File: src/rtl/cpu_defs_pkg.sv
// Shared CPU definitions: operation codes, ROB tag width, mul/div controller
// state encoding and default unit latencies.
package cpu_defs;

    localparam int unsigned TAG_W       = 4;
    localparam int unsigned MUL_LAT_DEF = 4;
    localparam int unsigned DIV_LAT_DEF = 36;

    typedef enum logic [4:0] {
        OP_SLL   = 5'd0,
        OP_ADD   = 5'd1,
        OP_SUB   = 5'd2,
        OP_AND   = 5'd3,
        OP_OR    = 5'd4,
        OP_MFHI  = 5'd5,
        OP_MTHI  = 5'd6,
        OP_MUL   = 5'd7,
        OP_MULT  = 5'd8,
        OP_MULTU = 5'd9,
        OP_MADD  = 5'd10,
        OP_MADDU = 5'd11,
        OP_MSUB  = 5'd12,
        OP_MSUBU = 5'd13,
        OP_DIV   = 5'd14,
        OP_DIVU  = 5'd15
    } oper_t;

    typedef enum logic [1:0] {
        IDLE = 2'd0,
        BUSY = 2'd1,
        DONE = 2'd2
    } muldiv_state_t;

    // Ops served by the multiplier pipeline
    function automatic logic is_mul_op(input oper_t op);
        return op inside {OP_MUL, OP_MULT, OP_MULTU, OP_MADD, OP_MADDU,
                          OP_MSUB, OP_MSUBU};
    endfunction

    // Ops served by the iterative divider
    function automatic logic is_div_op(input oper_t op);
        return op inside {OP_DIV, OP_DIVU};
    endfunction

endpackage

File: src/rtl/muldiv_ctrl.sv
// Multiply/divide issue controller: accepts one op at a time, drives the
// mul/div unit for a fixed latency, then holds the result for writeback.
// Optional feature: define MULDIV_DIV0_FAST_EN to short-circuit divide-by-zero
// to a one-cycle zero result without using the unit.
module muldiv_ctrl
    import cpu_defs::*;
#(
    parameter int unsigned MUL_LAT = MUL_LAT_DEF,
    parameter int unsigned DIV_LAT = DIV_LAT_DEF
) (
    input  logic              clk,
    input  logic              rst,
    input  logic              flush,

    input  logic              req_valid,
    output logic              req_ready,
    input  oper_t             req_op,
    input  logic [31:0]       req_reg1,
    input  logic [31:0]       req_reg2,
    input  logic [63:0]       req_hilo,
    input  logic [TAG_W-1:0]  req_tag,

    output oper_t             unit_op,
    output logic [31:0]       unit_reg1,
    output logic [31:0]       unit_reg2,
    output logic [63:0]       unit_hilo,
    output logic              unit_flush,
    input  logic [63:0]       unit_ret,
    input  logic [31:0]       unit_word,

    output logic              wb_valid,
    input  logic              wb_ready,
    output logic [63:0]       wb_ret,
    output logic [31:0]       wb_word,
    output logic [TAG_W-1:0]  wb_tag
);

    localparam int unsigned MAX_LAT = (MUL_LAT > DIV_LAT) ? MUL_LAT : DIV_LAT;
    localparam int unsigned CNT_W   = $clog2(MAX_LAT + 1);

    muldiv_state_t       state_q;
    logic [CNT_W-1:0]    cnt_q;
    oper_t               op_q;
    logic [31:0]         reg1_q;
    logic [31:0]         reg2_q;
    logic [63:0]         hilo_q;
    logic [TAG_W-1:0]    tag_q;
    logic [63:0]         wb_ret_q;
    logic [31:0]         wb_word_q;
    logic [TAG_W-1:0]    wb_tag_q;

    logic [CNT_W-1:0]    lat_sel;
    logic                fast_zero;

    // Latency of the offered op and whether it resolves to an immediate zero
    always_comb begin
        lat_sel   = CNT_W'(1);
        fast_zero = 1'b0;
        if (is_mul_op(req_op)) begin
            lat_sel = CNT_W'(MUL_LAT);
        end else if (is_div_op(req_op)) begin
            lat_sel = CNT_W'(DIV_LAT);
        end
`ifdef MULDIV_DIV0_FAST_EN
        if (is_div_op(req_op) && (req_reg2 == 32'd0)) begin
            lat_sel   = CNT_W'(1);
            fast_zero = 1'b1;
        end
`endif
    end

    // Controller FSM; the counter holds the BUSY cycles left before DONE, so
    // wb_valid rises exactly LAT cycles after the accept cycle.  Unit ops are
    // expected to have a latency of at least 2 so the unit sees them in BUSY.
    always_ff @(posedge clk) begin
        if (rst) begin
            state_q   <= IDLE;
            cnt_q     <= '0;
            op_q      <= OP_SLL;
            reg1_q    <= '0;
            reg2_q    <= '0;
            hilo_q    <= '0;
            tag_q     <= '0;
            wb_ret_q  <= '0;
            wb_word_q <= '0;
            wb_tag_q  <= '0;
        end else if (flush) begin
            state_q <= IDLE;
            cnt_q   <= '0;
        end else begin
            case (state_q)
                IDLE: begin
                    if (req_valid) begin
                        op_q   <= req_op;
                        reg1_q <= req_reg1;
                        reg2_q <= req_reg2;
                        hilo_q <= req_hilo;
                        tag_q  <= req_tag;
                        cnt_q  <= lat_sel - CNT_W'(1);
                        if (lat_sel == CNT_W'(1)) begin
                            wb_ret_q  <= fast_zero ? 64'd0 : req_hilo;
                            wb_word_q <= 32'd0;
                            wb_tag_q  <= req_tag;
                            state_q   <= DONE;
                        end else begin
                            state_q <= BUSY;
                        end
                    end
                end
                BUSY: begin
                    cnt_q <= cnt_q - CNT_W'(1);
                    if (cnt_q == CNT_W'(1)) begin
                        if (is_mul_op(op_q) || is_div_op(op_q)) begin
                            wb_ret_q  <= unit_ret;
                            wb_word_q <= unit_word;
                        end else begin
                            wb_ret_q  <= hilo_q;
                            wb_word_q <= 32'd0;
                        end
                        wb_tag_q <= tag_q;
                        state_q  <= DONE;
                    end
                end
                DONE: begin
                    if (wb_ready) begin
                        state_q <= IDLE;
                    end
                end
                default: begin
                    state_q <= IDLE;
                end
            endcase
        end
    end

    // Outputs decoded from registered state only
    assign req_ready  = (state_q == IDLE);
    assign unit_op    = (state_q == BUSY) ? op_q : OP_SLL;
    assign unit_reg1  = reg1_q;
    assign unit_reg2  = reg2_q;
    assign unit_hilo  = hilo_q;
    assign unit_flush = flush | rst;
    assign wb_valid   = (state_q == DONE);
    assign wb_ret     = wb_ret_q;
    assign wb_word    = wb_word_q;
    assign wb_tag     = wb_tag_q;

endmodule

File: config.mk
export PLATFORM = sky130hd
export DESIGN_NAME = muldiv_ctrl
export DESIGN_NICKNAME = d
export VERILOG_FILES = /design/src/rtl/cpu_defs_pkg.sv /design/src/rtl/muldiv_ctrl.sv
export SDC_FILE = /design/constraint.sdc
export NUM_CORES = 1
export LEC_CHECK = 0
export CAP_MARGIN = 0
export CELL_PAD_IN_SITES_DETAIL_PLACEMENT = 2
export CELL_PAD_IN_SITES_GLOBAL_PLACEMENT = 2
export CORE_MARGIN = 5
export CORE_UTILIZATION = 21
export CTS_CLUSTER_SIZE = 14
export DETAILED_ROUTE_END_ITERATION = 7
export PLACE_DENSITY_LB_ADDON = 0.1
export SETUP_SLACK_MARGIN = 0.05
export SLEW_MARGIN = 20
export SYNTH_ARGS = -nofsm -noshare
export SYNTH_HDL_FRONTEND = slang
export SYNTH_SLANG_ARGS = --single-unit
File: constraint.sdc
create_clock -name clk -period 1.7 [get_ports clk]
set_input_delay 0.425 -clock clk [delete_from_list [all_inputs] [get_ports clk]]
set_output_delay 0.425 -clock clk [all_outputs]
set_load 0.05 [all_outputs]
# Yosys cells after proc, flatten, opt, wreduce, memory -nomap -nowiden

Cells that the tools add are included.

Add/subtract/negate cells: 2
Bitwise gates (word level): 2
Mux-type cells: 24
Eq/ne operators: 26
Reductions and logical operators: 12

Operator list:

| kind                                                                    | number |
|---|---|
| 64-bit two-way mux                                                      | 4 |
| 32-bit two-way mux                                                      | 4 |
| 64-bit case mux with 2 select lines                                     | 1 |
| 5-bit by 4-bit == test with 1-bit output, second input constant         | 16 |
| 32-bit case mux with 2 select lines                                     | 1 |
| 6-bit two-way mux                                                       | 3 |
| 7-bit nonzero test                                                      | 2 |
| 6-bit by 1-bit == test with 1-bit output, second input constant         | 2 |
| 4-bit two-way mux                                                       | 3 |
| 6-bit case mux with 2 select lines                                      | 1 |
| 6-bit by 1-bit subtractor with 6-bit output, second input constant      | 2 |
| 5-bit by 3-bit == test with 1-bit output, second input constant         | 2 |
| 2-bit two-way mux                                                       | 4 |
| 4-bit case mux with 2 select lines                                      | 1 |
| 2-bit case mux with 3 select lines                                      | 1 |
| 3-bit AND reduction                                                     | 2 |
| 2-bit nonzero test                                                      | 3 |
| 5-bit two-way mux                                                       | 1 |
| 5-bit AND reduction                                                     | 1 |
| 2-bit by 1-bit inequality test with 1-bit output, second input constant | 2 |
| 2-bit inequality test, second input constant                            | 2 |
| 2-bit by 1-bit == test with 1-bit output, second input constant         | 1 |
| 2-bit == test, second input constant                                    | 1 |
| 2-bit zero test                                                         | 1 |
| other kinds (5)                                                         | 5 |

Input port bits: 238
Bits in registers: 245

# Depth between registers and ports, before layout

Word-level depth: 8
Depth in mapped cells: 7
Mapped depth without buffers: 6

# Worst setup path after synthesis

OpenSTA, ideal clock, no wires.

Path type: reg2out
Start: register op_q[4]
End: output port unit_op[4]
Slack: -0.158 ns
Stages on the path, launching flop included: 4
Arrival: 1.433 ns
Required time: 1.275 ns
Path through: dfxtp_1 clkbuf_1 clkbuf_1 and2_1

Longest elaborated chain between the ends: 1

Ends and longest elaborated chain:

| what                     | RTL line           | RTL |
|---|---|---|
| start: declaration       | muldiv_ctrl.sv:43  | `oper_t op_q;` |
| start signal: assignment | muldiv_ctrl.sv:94  | `op_q <= req_op;` |
| 5-bit two-way mux        | muldiv_ctrl.sv:138 | `assign unit_op = (state_q == BUSY) ? op_q : OP_SLL;` |
| end: declaration         | muldiv_ctrl.sv:23  | `output oper_t unit_op,` |

No other way between the ends.

# Final worst setup path

Start: register state_q[0]
End: output port unit_op[0]

Longest elaborated chain between the ends: 2

Ends and longest elaborated chain:

| what                                     | RTL line           | RTL |
|---|---|---|
| start: declaration                       | muldiv_ctrl.sv:41  | `muldiv_state_t state_q;` |
| start signal: assignment                 | muldiv_ctrl.sv:77  | `state_q <= IDLE;` |
| start signal: assignment                 | muldiv_ctrl.sv:88  | `state_q <= IDLE;` |
| start signal: assignment                 | muldiv_ctrl.sv:104 | `state_q <= DONE;` |
| 2-bit by 1-bit == test with 1-bit output | muldiv_ctrl.sv:138 |  |
| 5-bit two-way mux                        | muldiv_ctrl.sv:138 |  |

No other way between the ends.

==> flow_metrics.tcl <==
set metrics [dict create \
    drt-met1-wl_um 28980 \
    clock.fmax_mhz 510.3 \
    whs_ns 0.3283 \
    powerDensity_nw_per_um2 801.1 \
    htreeDepth 2 \
    die_w_um 243.2 \
    track_usage_pct 21.83 \
    p_leak_uw 0.008279 \
    rows 85 \
    finalHoldViolCount 0 \
    place_congestion 0.7358 \
    ys_top_cells_by_area "dfxtp_1, nand2_1, nor3b_1" \
    maxCapViolations 0 \
    yosysMostFrequentCell "nand2_1" \
    min-delay-path-class "in2reg" \
    detail_route.wl_per_cell_um 27.22 \
    design_area_um2 22430 \
    antenna_left 0 \
    violations "negative setup slack" \
    fin_crit_ns 1.960 \
    antenna_found_initial 7 \
    slew_headroom_pct 56.84 \
    post-route-period-util_pct 115.3 \
    top_layer "met5" \
    dr_wl_met2_um 37000 \
    ys_ff_latch 245 \
    dp_hpwl_um 42130 \
    initial_core_util_pct 21.22 \
    drt-initial-drc-count 429 \
    drv_slew 0 \
    die_y_um 243.2 \
    final-setup-viol-count 221 \
    routed_via_density 5.080 \
    cp-start-kind "flip-flop" \
    dieArea_um2 59140 \
    synth_top_area_cell "dfxtp_1" \
    dp_slack_ns -0.5763 \
    timing.final.ws_setup_ns -0.2598 \
    rrSetupSlack_ns -0.22 \
    tightest_slew_ns 0.6474 \
    skew_ns 0.01028 \
    seq_area_frac_synth_pct 42.95 \
    placed_cell_area_um2 17660 \
    drc_errors 0 \
    synth_edf_count 0 \
    dr_wl_met3_um 4571 \
    drive_above_1_share_pct 41.18 \
    syn-num-nets 1610 \
    clk_pin_slew_ns 0.06 \
    cts_made_buffers 34 \
    grt_remaining_overflow 0 \
    power_uw 17970 \
    cp_max_fo 6 \
    worstSetupEndpointType "output port" \
    grt_max_degree 46 \
    synthFlopType "dfxtp_1" \
    core_um2 53810 \
    cts-root-buf "clkbuf_16" \
    rsz0062_at_grt "true" \
    synthToLayoutAreaGrowth_pct 96.40 \
    cts_buffer_depth 3 \
    vdd_drop_max_mv 0.6218 \
    grt_pass1_vias 14570 \
    port_buffers 473 \
    syn_avg_cell_area_um2 8.335 \
    syn_inst 1370 \
    vias 13440 \
    syn_area_um2 11420 \
    yosysUniqueCellTypes 41 \
    final_util_pct 41.67 \
    status "finished with violations" \
    synth-async-reset-ratio_pct 0 \
    first_pass_iters 5 \
    holdPathStages 4 \
    worst_skew_pair.late_latency_ns 0.54 \
    critPathKind "reg2out" \
    critPathArrivalTime_ns 1.53 \
    ff2ff_path_depth 10 \
    fillers 5615 \
    synthTopCellsByCount "nand2_1, dfxtp_1, a21oi_1" \
    ys_warn_count 0 \
    boundaryPins 474 \
    holdBufCountCts 0 \
    synth_top_area_share_pct 42.95 \
    worst-endpoint-required_ns 1.27 \
    cts_tree "yes" \
    fin_nets 2170 \
    drt_wl_total_um 72030 \
    cts.sinks 245 \
    grt_pass1_wl_um 98760 \
]
flip-flops by register name, indices dropped and copies added, names as in the netlist, 5 cells and up:
signal     flops
unit_reg2     32
wb_word       32
op_q           5
cnt_q          6
wb_ret        64
unit_reg1     32
unit_hilo     64
what timing repair did:
action                                 CTS  global route
pin swaps                               28           136
gates cloned                            40            19
gates resized for setup                166           319
setup endpoints to repair              172           252
buffers inserted                        43            22
endpoints found under the hold margin    0             0
cell usage in the layout (no fill, tap or decap), types with 3 or more instances in the layout:
cell / count
a211oi_1: 55
a211oi_2: 9
a21oi_1: 67
a21oi_2: 74
a41oi_1: 7
a41oi_2: 57
and2_4: 5
buf_12: 120
buf_16: 34
buf_4: 223
buf_6: 35
buf_8: 7
clkbuf_1: 5
clkbuf_16: 53
clkbuf_8: 5
clkdlybuf4s50_1: 232
clkinv_2: 5
dfxtp_1: 232
dfxtp_2: 8
dfxtp_4: 5
diode_2: 5
dlymetal6s2s_1: 3
mux2_4: 4
mux2i_1: 35
nand2_1: 273
nand2_2: 74
nand2_4: 3
nor2_1: 5
nor2_4: 4
nor2b_4: 3
nor3b_1: 128
nor4_4: 3
o21a_1: 3
o21ai_1: 63
o221ai_1: 17
o221ai_2: 42
o221ai_4: 5
or2_4: 3
worst max-delay path, stage by stage (launching register included):
cell and delay [ns]:
dfxtp_4 0.35, buf_6 0.09, nor2b_4 0.23, and2_4 0.20, buf_12 0.13
power breakdown:
group,internal [uW],leakage [uW],switching [uW]
clock,4030,0.000506,2800
combinational,2140,0.00577,2660
sequential,6040,0.00200,298
total,12200,0.00828,5760
routing by layer:
metal / global-route usage (%) / vias up
li1: - / 6104
met1: 25.77 / 6859
met2: 39.15 / 383
met3: 6.018 / 91
met4: 5.441 / 6
met5: 0 / -
area by class of cell:
type	count	area (um2)	share of cell area, %
antenna	5	12.51	0.05579
inverter	4	16.27	0.07253
multi-input combinational	971	7202	32.12
clock buffer	46	988.4	4.408
tap	696	870.8	3.883
clock inverter	5	28.78	0.1283
timing repair buffer	674	8373	37.34
sequential	245	4933	22.00
stage by stage:
step | setup TNS (ns) | std cells
after floorplan | 0 | 1370
after global placement | -110.90 | 2477
after detailed placement | -120.08 | 2477
after CTS | -23.00 | 2611
after global routing | -41.45 | 2644
final | -24.12 | 2646
cell families after synthesis:
logic type      count (synthesis)  share of synthesized area, %
mux                            40                         3.561
simple gates                  515                         21.97
flops                         245                         42.95
fa+ha+maj                       2                        0.2191
buf+inv                       156                         7.320
compound gates                412                         23.98
final timing paths:
path            startpoint       endpoint
max             state_q[0]     unit_op[0]
max reg2reg     state_q[0]  unit_hilo[18]
min reg2reg  unit_reg1[18]  unit_reg1[18]
min              req_op[2]        op_q[2]
No activity file was read; power rests on OpenSTA's default activity.
